==> config.mk <==
export PLATFORM = sky130hd
export DESIGN_NAME = sqrt_float_arbiter
export DESIGN_NICKNAME = d
export VERILOG_FILES = /design/src/rtl/sqrt_ctrl_pkg.sv /design/src/rtl/rr_arbiter.sv /design/src/rtl/sqrt_float_arbiter.sv
export SDC_FILE = /design/constraint.sdc
export NUM_CORES = 1
export LEC_CHECK = 0
export CORE_UTILIZATION = 40
export CTS_BUF_LIST = sky130_fd_sc_hd__clkbuf_8
export CTS_CLUSTER_SIZE = 40
export DETAILED_ROUTE_END_ITERATION = 8
export GPL_TIMING_DRIVEN = 0
export PLACE_DENSITY_LB_ADDON = 0.1
export SYNTH_ARGS = -nofsm -noshare
export SYNTH_HDL_FRONTEND = slang
export SYNTH_SLANG_ARGS = --single-unit
==> constraint.sdc <==
create_clock -name clk -period 3.64 [get_ports clk]
set_clock_uncertainty 0.05 [all_clocks]
set_input_delay 0.728 -clock clk [delete_from_list [all_inputs] [get_ports clk]]
set_output_delay 0.728 -clock clk [all_outputs]
set_load 0.005 [all_outputs]
==> src/rtl/sqrt_ctrl_pkg.sv <==
// rtl/sqrt_ctrl_pkg.sv - shared constants for the square-root core arbiter
package sqrt_ctrl_pkg;

  localparam int FP_W            = 32;
  localparam int DEFAULT_TIMEOUT = 64;

  localparam logic [2:0] ST_IDLE  = 3'd0;
  localparam logic [2:0] ST_ISSUE = 3'd1;
  localparam logic [2:0] ST_WAIT  = 3'd2;
  localparam logic [2:0] ST_RESP  = 3'd3;
  localparam logic [2:0] ST_ABORT = 3'd4;

endpackage

==> src/rtl/rr_arbiter.sv <==
// rtl/rr_arbiter.sv - combinational round-robin pick starting at ptr
module rr_arbiter #(
  parameter int NUM_REQ = 4,
  parameter int ID_W    = 2
) (
  input  logic [NUM_REQ-1:0] req,
  input  logic [ID_W-1:0]    ptr,
  input  logic               en,
  output logic [NUM_REQ-1:0] grant,
  output logic [ID_W-1:0]    idx,
  output logic               found
);

  logic [ID_W-1:0] cand;

  // Walk NUM_REQ slots from ptr, wrapping; the first asserted request wins.
  always_comb begin
    grant = '0;
    idx   = '0;
    found = 1'b0;
    cand  = '0;
    for (int k = 0; k < NUM_REQ; k++) begin
      cand = ID_W'((int'(ptr) + k) % NUM_REQ);
      if (en && !found && req[cand]) begin
        found       = 1'b1;
        idx         = cand;
        grant[cand] = 1'b1;
      end
    end
  end

endmodule

==> src/rtl/sqrt_float_arbiter.sv <==
// rtl/sqrt_float_arbiter.sv - shares one square_root_float core among NUM_REQ requesters
module sqrt_float_arbiter
  import sqrt_ctrl_pkg::*;
#(
  parameter int NUM_REQ = 4,
  parameter int ID_W    = 2,
  parameter int TIMEOUT = DEFAULT_TIMEOUT
) (
  input  logic                    clk,
  input  logic                    rst,
  input  logic [NUM_REQ-1:0]      req_valid,
  input  logic [FP_W*NUM_REQ-1:0] req_data,
  output logic [NUM_REQ-1:0]      req_ready,
  output logic                    rsp_valid,
  input  logic                    rsp_ready,
  output logic [ID_W-1:0]         rsp_id,
  output logic [FP_W-1:0]         rsp_data,
  output logic                    rsp_neg,
  output logic                    rsp_err,
  output logic                    core_start,
  output logic [FP_W-1:0]         core_u,
  input  logic [FP_W-1:0]         core_out,
  input  logic                    core_done,
  input  logic                    core_neg_flag,
  output logic                    core_rst,
  output logic                    busy
);

  localparam int CNT_W = $clog2(TIMEOUT + 1);

  logic [2:0]         state;
  logic [ID_W-1:0]    rr_ptr;
  logic [ID_W-1:0]    gnt_idx;
  logic               gnt_found;
  logic [CNT_W-1:0]   wd_cnt;
  logic [FP_W-1:0]    req_word [NUM_REQ];

  for (genvar i = 0; i < NUM_REQ; i++) begin : g_word
    assign req_word[i] = req_data[FP_W*i +: FP_W];
  end

  // Gating with rst keeps req_ready low while reset is held.
  rr_arbiter #(
    .NUM_REQ(NUM_REQ),
    .ID_W   (ID_W)
  ) u_arb (
    .req  (req_valid),
    .ptr  (rr_ptr),
    .en   ((state == ST_IDLE) && rst),
    .grant(req_ready),
    .idx  (gnt_idx),
    .found(gnt_found)
  );

  assign core_start = (state == ST_ISSUE);
  assign core_rst   = (state != ST_ABORT);
  assign rsp_valid  = (state == ST_RESP);
  assign busy       = (state != ST_IDLE);

  always_ff @(posedge clk or negedge rst) begin
    if (!rst) begin
      state    <= ST_IDLE;
      rr_ptr   <= '0;
      core_u   <= '0;
      rsp_id   <= '0;
      rsp_data <= '0;
      rsp_neg  <= 1'b0;
      rsp_err  <= 1'b0;
      wd_cnt   <= '0;
    end else begin
      case (state)
        ST_IDLE: begin
          if (gnt_found) begin
            core_u <= req_word[gnt_idx];
            rsp_id <= gnt_idx;
            rr_ptr <= (gnt_idx == ID_W'(NUM_REQ - 1)) ? '0 : gnt_idx + ID_W'(1);
            state  <= ST_ISSUE;
          end
        end
        ST_ISSUE: begin
          wd_cnt <= '0;
          state  <= ST_WAIT;
        end
        ST_WAIT: begin
          // A done on the last watchdog cycle still wins over the abort.
          if (core_done) begin
            rsp_data <= core_out;
            rsp_neg  <= core_neg_flag;
            rsp_err  <= 1'b0;
            state    <= ST_RESP;
          end else if (wd_cnt == CNT_W'(TIMEOUT - 1)) begin
            state <= ST_ABORT;
          end else begin
            wd_cnt <= wd_cnt + CNT_W'(1);
          end
        end
        ST_ABORT: begin
          rsp_data <= '0;
          rsp_neg  <= 1'b0;
          rsp_err  <= 1'b1;
          state    <= ST_RESP;
        end
        ST_RESP: begin
          if (rsp_ready) begin
            rsp_err <= 1'b0;
            state   <= ST_IDLE;
          end
        end
        default: state <= ST_IDLE;
      endcase
    end
  end

endmodule

Word level (Yosys, flattened, before mapping)
Index checks and enable logic that the tools add are counted.
{ "word_totals": {"regBits": 80, "elab_cells": 111, "out_inout_bits": 76, "in_bits": 169} }
{ "op_classes": {"n_eq_ne": 13, "reduce_logical": 25, "n_addsub": 5, "n_bitwise": 4, "mux": 47, "magnitude_cmp": 9} }
{ "ops": {"columns": ["op", "n"], "rows": [
  ["2-to-1 mux 32 bit", 3],
  ["binary-select mux 32 bit (select 2 bit)", 1],
  ["case mux 32 bit (2 select lines)", 1],
  ["2-to-1 mux 4 bit", 4],
  ["2-to-1 mux 1 bit", 15],
  ["case mux 3 bit (5 select lines)", 1],
  ["2-to-1 mux 7 bit", 2],
  ["case mux 7 bit (2 select lines)", 1],
  ["logical AND 1 bit", 12],
  ["less-than comparator 2 x 3 -> 1 bit (second input constant)", 4],
  ["2-to-1 mux 3 bit", 4],
  ["OR 4 bit", 3],
  ["2-to-1 mux 2 bit", 5],
  ["AND reduction 3 bit", 3],
  ["binary-select mux 1 bit (select 2 bit)", 4],
  ["demux 1 bit (select 2 bit)", 4],
  [">= comparator 2 x 1 -> 1 bit (second input constant)", 4],
  ["!= test 2 bit (second input constant)", 4],
  ["adder 7 x 1 -> 7 bit (second input constant)", 1],
  ["equality test 7 x 6 -> 1 bit (second input constant)", 1],
  ["equality test 3 x 2 -> 1 bit (second input constant)", 2],
  ["!= test 3 bit (second input constant)", 2],
  ["nonzero test 3 bit", 2],
  ["adder 2 x 1 -> 2 bit (second input constant)", 2],
  ["other kinds (13)", 18]
]} }

Longest topological paths before layout
Gate-level depths: netlist (run 1).
{ "logic_depth": {"depth_word": 20, "ltp_mapped": 12, "mapped_depth_nobuf": 8} }

Hierarchy
Synthesis (run 1) repeated with hierarchy kept, for this count alone.
{ "hier_totals": {"hier_cells": 331, "hier_area_um2": 4702.0} }
{ "modules_own_cells": {"columns": ["mod", "area_each_um2", "seq_area_each_um2", "cells_each", "instances"], "rows": [
  ["sqrt_float_arbiter", 4124.0, 2001.9, 264, 1],
  ["rr_arbiter", 578.1, 0.0, 67, 1]
]} }

Worst setup path before layout (run 1)
OpenSTA, ideal clock, no wires.
{ "synth_path": {"path_type": "reg2out", "start": "register rr_ptr[0]", "end": "output port req_ready[0]", "arrival_time_ps": 2380, "stages_incl_launch_ff": 9, "slack_ps": 482, "t_required_ps": 2862, "path_buffers": 1, "path_cell_list": "dfrtp_1 buf_2 inv_1 ha_1 mux4_2 nor2b_4 nor3b_1 a22oi_1 o21ai_0"} }
{ "synth_between": {"elab_chain_cells": 16, "elab_cells_between_ends": 51, "classes_between": "3 x add/sub; 8 x order compare; 23 x mux; 3 x bitwise; 14 x reduce/logical"} }
{ "synth_rtl": {"columns": ["item", "line_no", "source"], "rows": [
  ["from (decl)", "sqrt_float_arbiter.sv:32", "logic [ID_W-1:0] rr_ptr;"],
  ["from (signal assigned)", "sqrt_float_arbiter.sv:76", "rr_ptr <= (gnt_idx == ID_W'(NUM_REQ - 1)) ? '0 : gnt_idx + ID_W'(1);"],
  ["branches (longest 15 deep; another with less-than comparator 2 x 3 -> 1 bit)", null, null],
  ["2-to-1 mux 4 bit (*)", "rr_arbiter.sv:24", "if (en && !found && req[cand]) begin"],
  ["to (decl)", "sqrt_float_arbiter.sv:13", "output logic [NUM_REQ-1:0] req_ready,"]
]} }
Every way passes the cells marked *. The select of a mux whose other input is x is not followed.

Final worst setup path (run 1)
{ "layout_path": {"start": "register rr_ptr[1]", "end": "output port req_ready[3]"} }
The elaborated chain is that of the path after synthesis.

==> summary.md, run 1 <==
| Metric | Value |
|---|---|
| Tot GR Track Use | `27.1%` |
| Final Hold Viols | `0` |
| Register Area | `2000 um2` |
| Remaining DRCs | `0` |
| Initial antenna violation count | `0` |
| Total CTS buffers | `9` |
| First-pass GRT wire length | `23.3 mm` |
| I/O pin total | `245` |
| Total chip power | `4.89 mW` |
| Post-synth EDFFs | `0` |
| H-Tree Level Count | `3` |
| Leak pwr | `2.97 nW` |
| Largest net degree at the start of global routing | `51` |
| Cell count after synthesis | `398` |
| Vias in the first global route | `4,428` |
| Leading cell types in the layout, fill and taps excluded | `235 x clkdlybuf4s50_1, 78 x dfrtp_1, 51 x mux2i_1, 33 x a22o_1, 32 x nand2_1` |
| Crit path from | `rr_ptr[1]$_DFFE_PN0P_` |
| #FFs+latches synth | `80` |
| Maximum clock frequency | `0.287 GHz` |
| Status | `finished, final reports clean` |
| Rel. slew slack | `49.5%` |
| Vias per Instance | `5.44` |
| Max-capacitance violation count | `0` |
| Grt total ovfl | `0` |
| R2r setup slk | `0.50 ns` |
| Placer Congestion | `0.837` |
| 1st-iter DRT viols | `148` |
| Pre-CTS setup slack | `-0.427 ns` |
| Worst Hold Class | `in -> async` |
| Share of layout cells above drive strength 1 | `8.83%` |
| Placed cells | `778` |
| Top_reg_cell synth | `dfrtp_1` |
| Slew at the pin closest to its max-slew limit | `0.752 ns` |
| Vias | `4,374` |
| DR WL/cell | `18.7 um` |
| Drt total wl | `15.1 mm` |
| Yosys cell types | `45` |
| Power Density | `671 nW/um2` |
| Core Footprint | `10,400 um2` |
| Initial Utilization | `41.6%` |
| Setup CP Type | `reg -> out` |
| CP Capture Point | `req_ready[3]` |
| Async SR Flop Fraction | `100%` |
| Maximum clock path buffer count | `2` |
| Die Ht | `106 um` |
| Non-Filler Instances | `804` |
| ANT nets after route | `0` |
| Row Count | `37` |
| Final worst slack | `0.151 ns` |
| Die area | `11,200 um2` |
| Fin util | `70.3%` |
| Clk slew on worst S/H paths | `0.09 ns` |
| CP required | `2.86 ns` |
| Area of the multi-input gates | `2180 um2` |
| Placement Cell Area | `6940 um2` |
| CTS root buf | `clkbuf_8` |
| Die width | `106 um` |
| R2R depth | `10` |
| RR Startpoint | `rr_ptr[0]$_DFFE_PN0P_` |
| WP data arrival | `2.71 ns` |
| Pre-antenna DRT Iters | `6` |
| IO Port Bufs | `243` |
| Worst VDD drop | `0.000407 V` |
| CTS tree | `built` |
| Post-layout net count | `837` |
| Net Count, Synth | `572` |
| Area growth syn-to-layout | `68.8%` |
| Filler cell count | `827` |
| Mean Syn Cell Area | `10.8 um2` |
| Slew Limit Fails | `0` |
| Sequential share of the synthesized area | `46.4%` |
| Endpoint class of the critical path | `output port` |
| Finish-stage setup viols | `0` |
| Clock Sinks | `80` |
| Clock Latency Late Sink | `0.36 ns` |
| RSZ-0062 raised after global routing | `false` |
| Synthesized cell area | `4320 um2` |
| Critical Path Start Type | `flip-flop` |
| RR Endpoint | `core_u[31]$_DFFE_PN0P_` |
| DP Wirelength | `11.6 mm` |
| Yosys Warn Count | `0` |
| Critical Path Fanout Max | `7` |
| Diode count | `0` |
| Commonest non-fill, non-tap cell in the layout | `clkdlybuf4s50_1` |
| Tcrit/Tclk final | `95.8%` |
| Final instance area | `7290 um2` |
| Tmin final | `3.49 ns` |
## worst max-delay path, cell delays in order, from the launching register on
cell and delay [ns]:
dfrtp_2 0.45, inv_1 0.12, ha_4 0.32, mux4_2 0.55, nor2b_4 0.13, nor3b_4 0.20, buf_4 0.15, a22oi_1 0.08
o21ai_1 0.09, dlygate4sd2_1 0.26
## what timing repair did
action	in CTS	in global routing
hold buffers	0	0
buffers inserted	10	0
setup endpoints to repair	4	3
pin swaps	1	1
gates resized for setup	17	5
gates cloned	0	0
## kinds of logic (layout without fill, tap and decap cells)
family | after synthesis | after routing | share of synthesized area, %
AOI/OAI and AO/OA | 116 | 116 | 20.7
xor gates and xnor gates | 5 | 5 | 1.01
adders and majority gates | 5 | 5 | 1.45
buffers and inverters | 36 | 306 | 4.23
DFF | 80 | 80 | 46.4
muxes | 57 | 57 | 14.2
and+or+nand+nor | 99 | 99 | 12.0
## state kept, by name, summed over array words and instances (netlist names)
| name | count |
|---|---|
| rsp_err | 1 |
| state | 3 |
| wd_cnt | 7 |
| core_u | 32 |
| rr_ptr | 2 |
| rsp_data | 32 |
| rsp_id | 2 |
| rsp_neg | 1 |
## worst min path at each step
stage | from | endpoint | slack [ns] | depth (start not counted)
6_report | rst | core_u[20]$_DFFE_PN0P_ | 0.27 | 1
5_1_grt | rst | core_u[16]$_DFFE_PN0P_ | 0.28 | 1
4_1_cts | rst | core_u[16]$_DFFE_PN0P_ | 0.27 | 1
3_5_place_dp | rsp_id[1]$_DFFE_PN0P_ | rsp_id[1]$_DFFE_PN0P_ | 0.42 | 2
3_3_place_gp | rsp_id[1]$_DFFE_PN0P_ | rsp_id[1]$_DFFE_PN0P_ | 0.41 | 2
2_1_floorplan | rst | core_u[0]$_DFFE_PN0P_ | 0.38 | 0
## power by group
part	internal (mW)	total, mW	leakage (nW)	switching, mW
registers	1.28	1.52	0.988	0.236
logic	1.49	2.66	1.87	1.16
clock network	0.382	0.719	0.114	0.337
total	3.15	4.89	2.97	1.74
## metal layers
layer | wire length (um) | track usage [%] | part of all wire [%] | vias up
met3 | 1320 | 7.85 | 8.8 | 16
met5 | 0 | 0 | 0 | -
met2 | 7610 | 48.2 | 51 | 206
met4 | 201 | 7.14 | 1.3 | 0
li1 | - | - | - | 2041
met1 | 5920 | 31.7 | 39 | 2111
## synth_stat cells, drive strengths merged (2+ instances only)
cell type	instances	area [um2]
dfrtp	80	2000
mux2i	51	510
a22o	33	289
nand2	32	120
a211oi	28	210
nor2	24	92.6
clkbuf	20	78.8
o221ai	18	158
nor3b	16	120
o21ai	15	75.1
buf	11	85.1
a22oi	8	60.1
a21oi	6	30.0
ha	5	62.6
inv	5	18.8
nor3	5	25.0
nor4	4	25.0
xor2	4	35.0
and3	3	18.8
mux2	3	33.8
mux4	3	67.6
nand2b	2	12.5
nand3b	2	15.0
nand4	2	12.5
nor2b	2	20.0
o21a	2	15.0
or3b	2	17.5
## final cells by class
class / instances / area share (%)
Clock inverter: 7 / 1.20
Multi-Input combinational cell: 282 / 29.9
Clock buffer: 9 / 1.70
Inverter: 5 / 0.258
Tap cell: 136 / 2.34
Buffer: 31 / 2.34
Timing Repair Buffer: 254 / 34.7
Sequential cell: 80 / 27.5
## stage by stage
step | setup TNS, ns | hold WS, ns
3_3_place_gp | -204.12 | 0.414
6_report | 0 | 0.266
4_1_cts | 0 | 0.275
5_1_grt | 0 | 0.280
2_1_floorplan | 0 | 0.382
3_5_place_dp | -1.66 | 0.418
Power figures use the tool's default switching activity.
==> inputs of run 2 (changes only) <==
--- a/config.mk
+++ b/config.mk
@@ -5,6 +5,7 @@
 export SDC_FILE = /design/constraint.sdc
 export NUM_CORES = 1
 export LEC_CHECK = 0
+export CORE_MARGIN = 1
 export CORE_UTILIZATION = 40
 export CTS_BUF_LIST = sky130_fd_sc_hd__clkbuf_8
 export CTS_CLUSTER_SIZE = 40
==> results of run 2 <==
The final DEF is identical to that of run 1; final timing and power are the same.
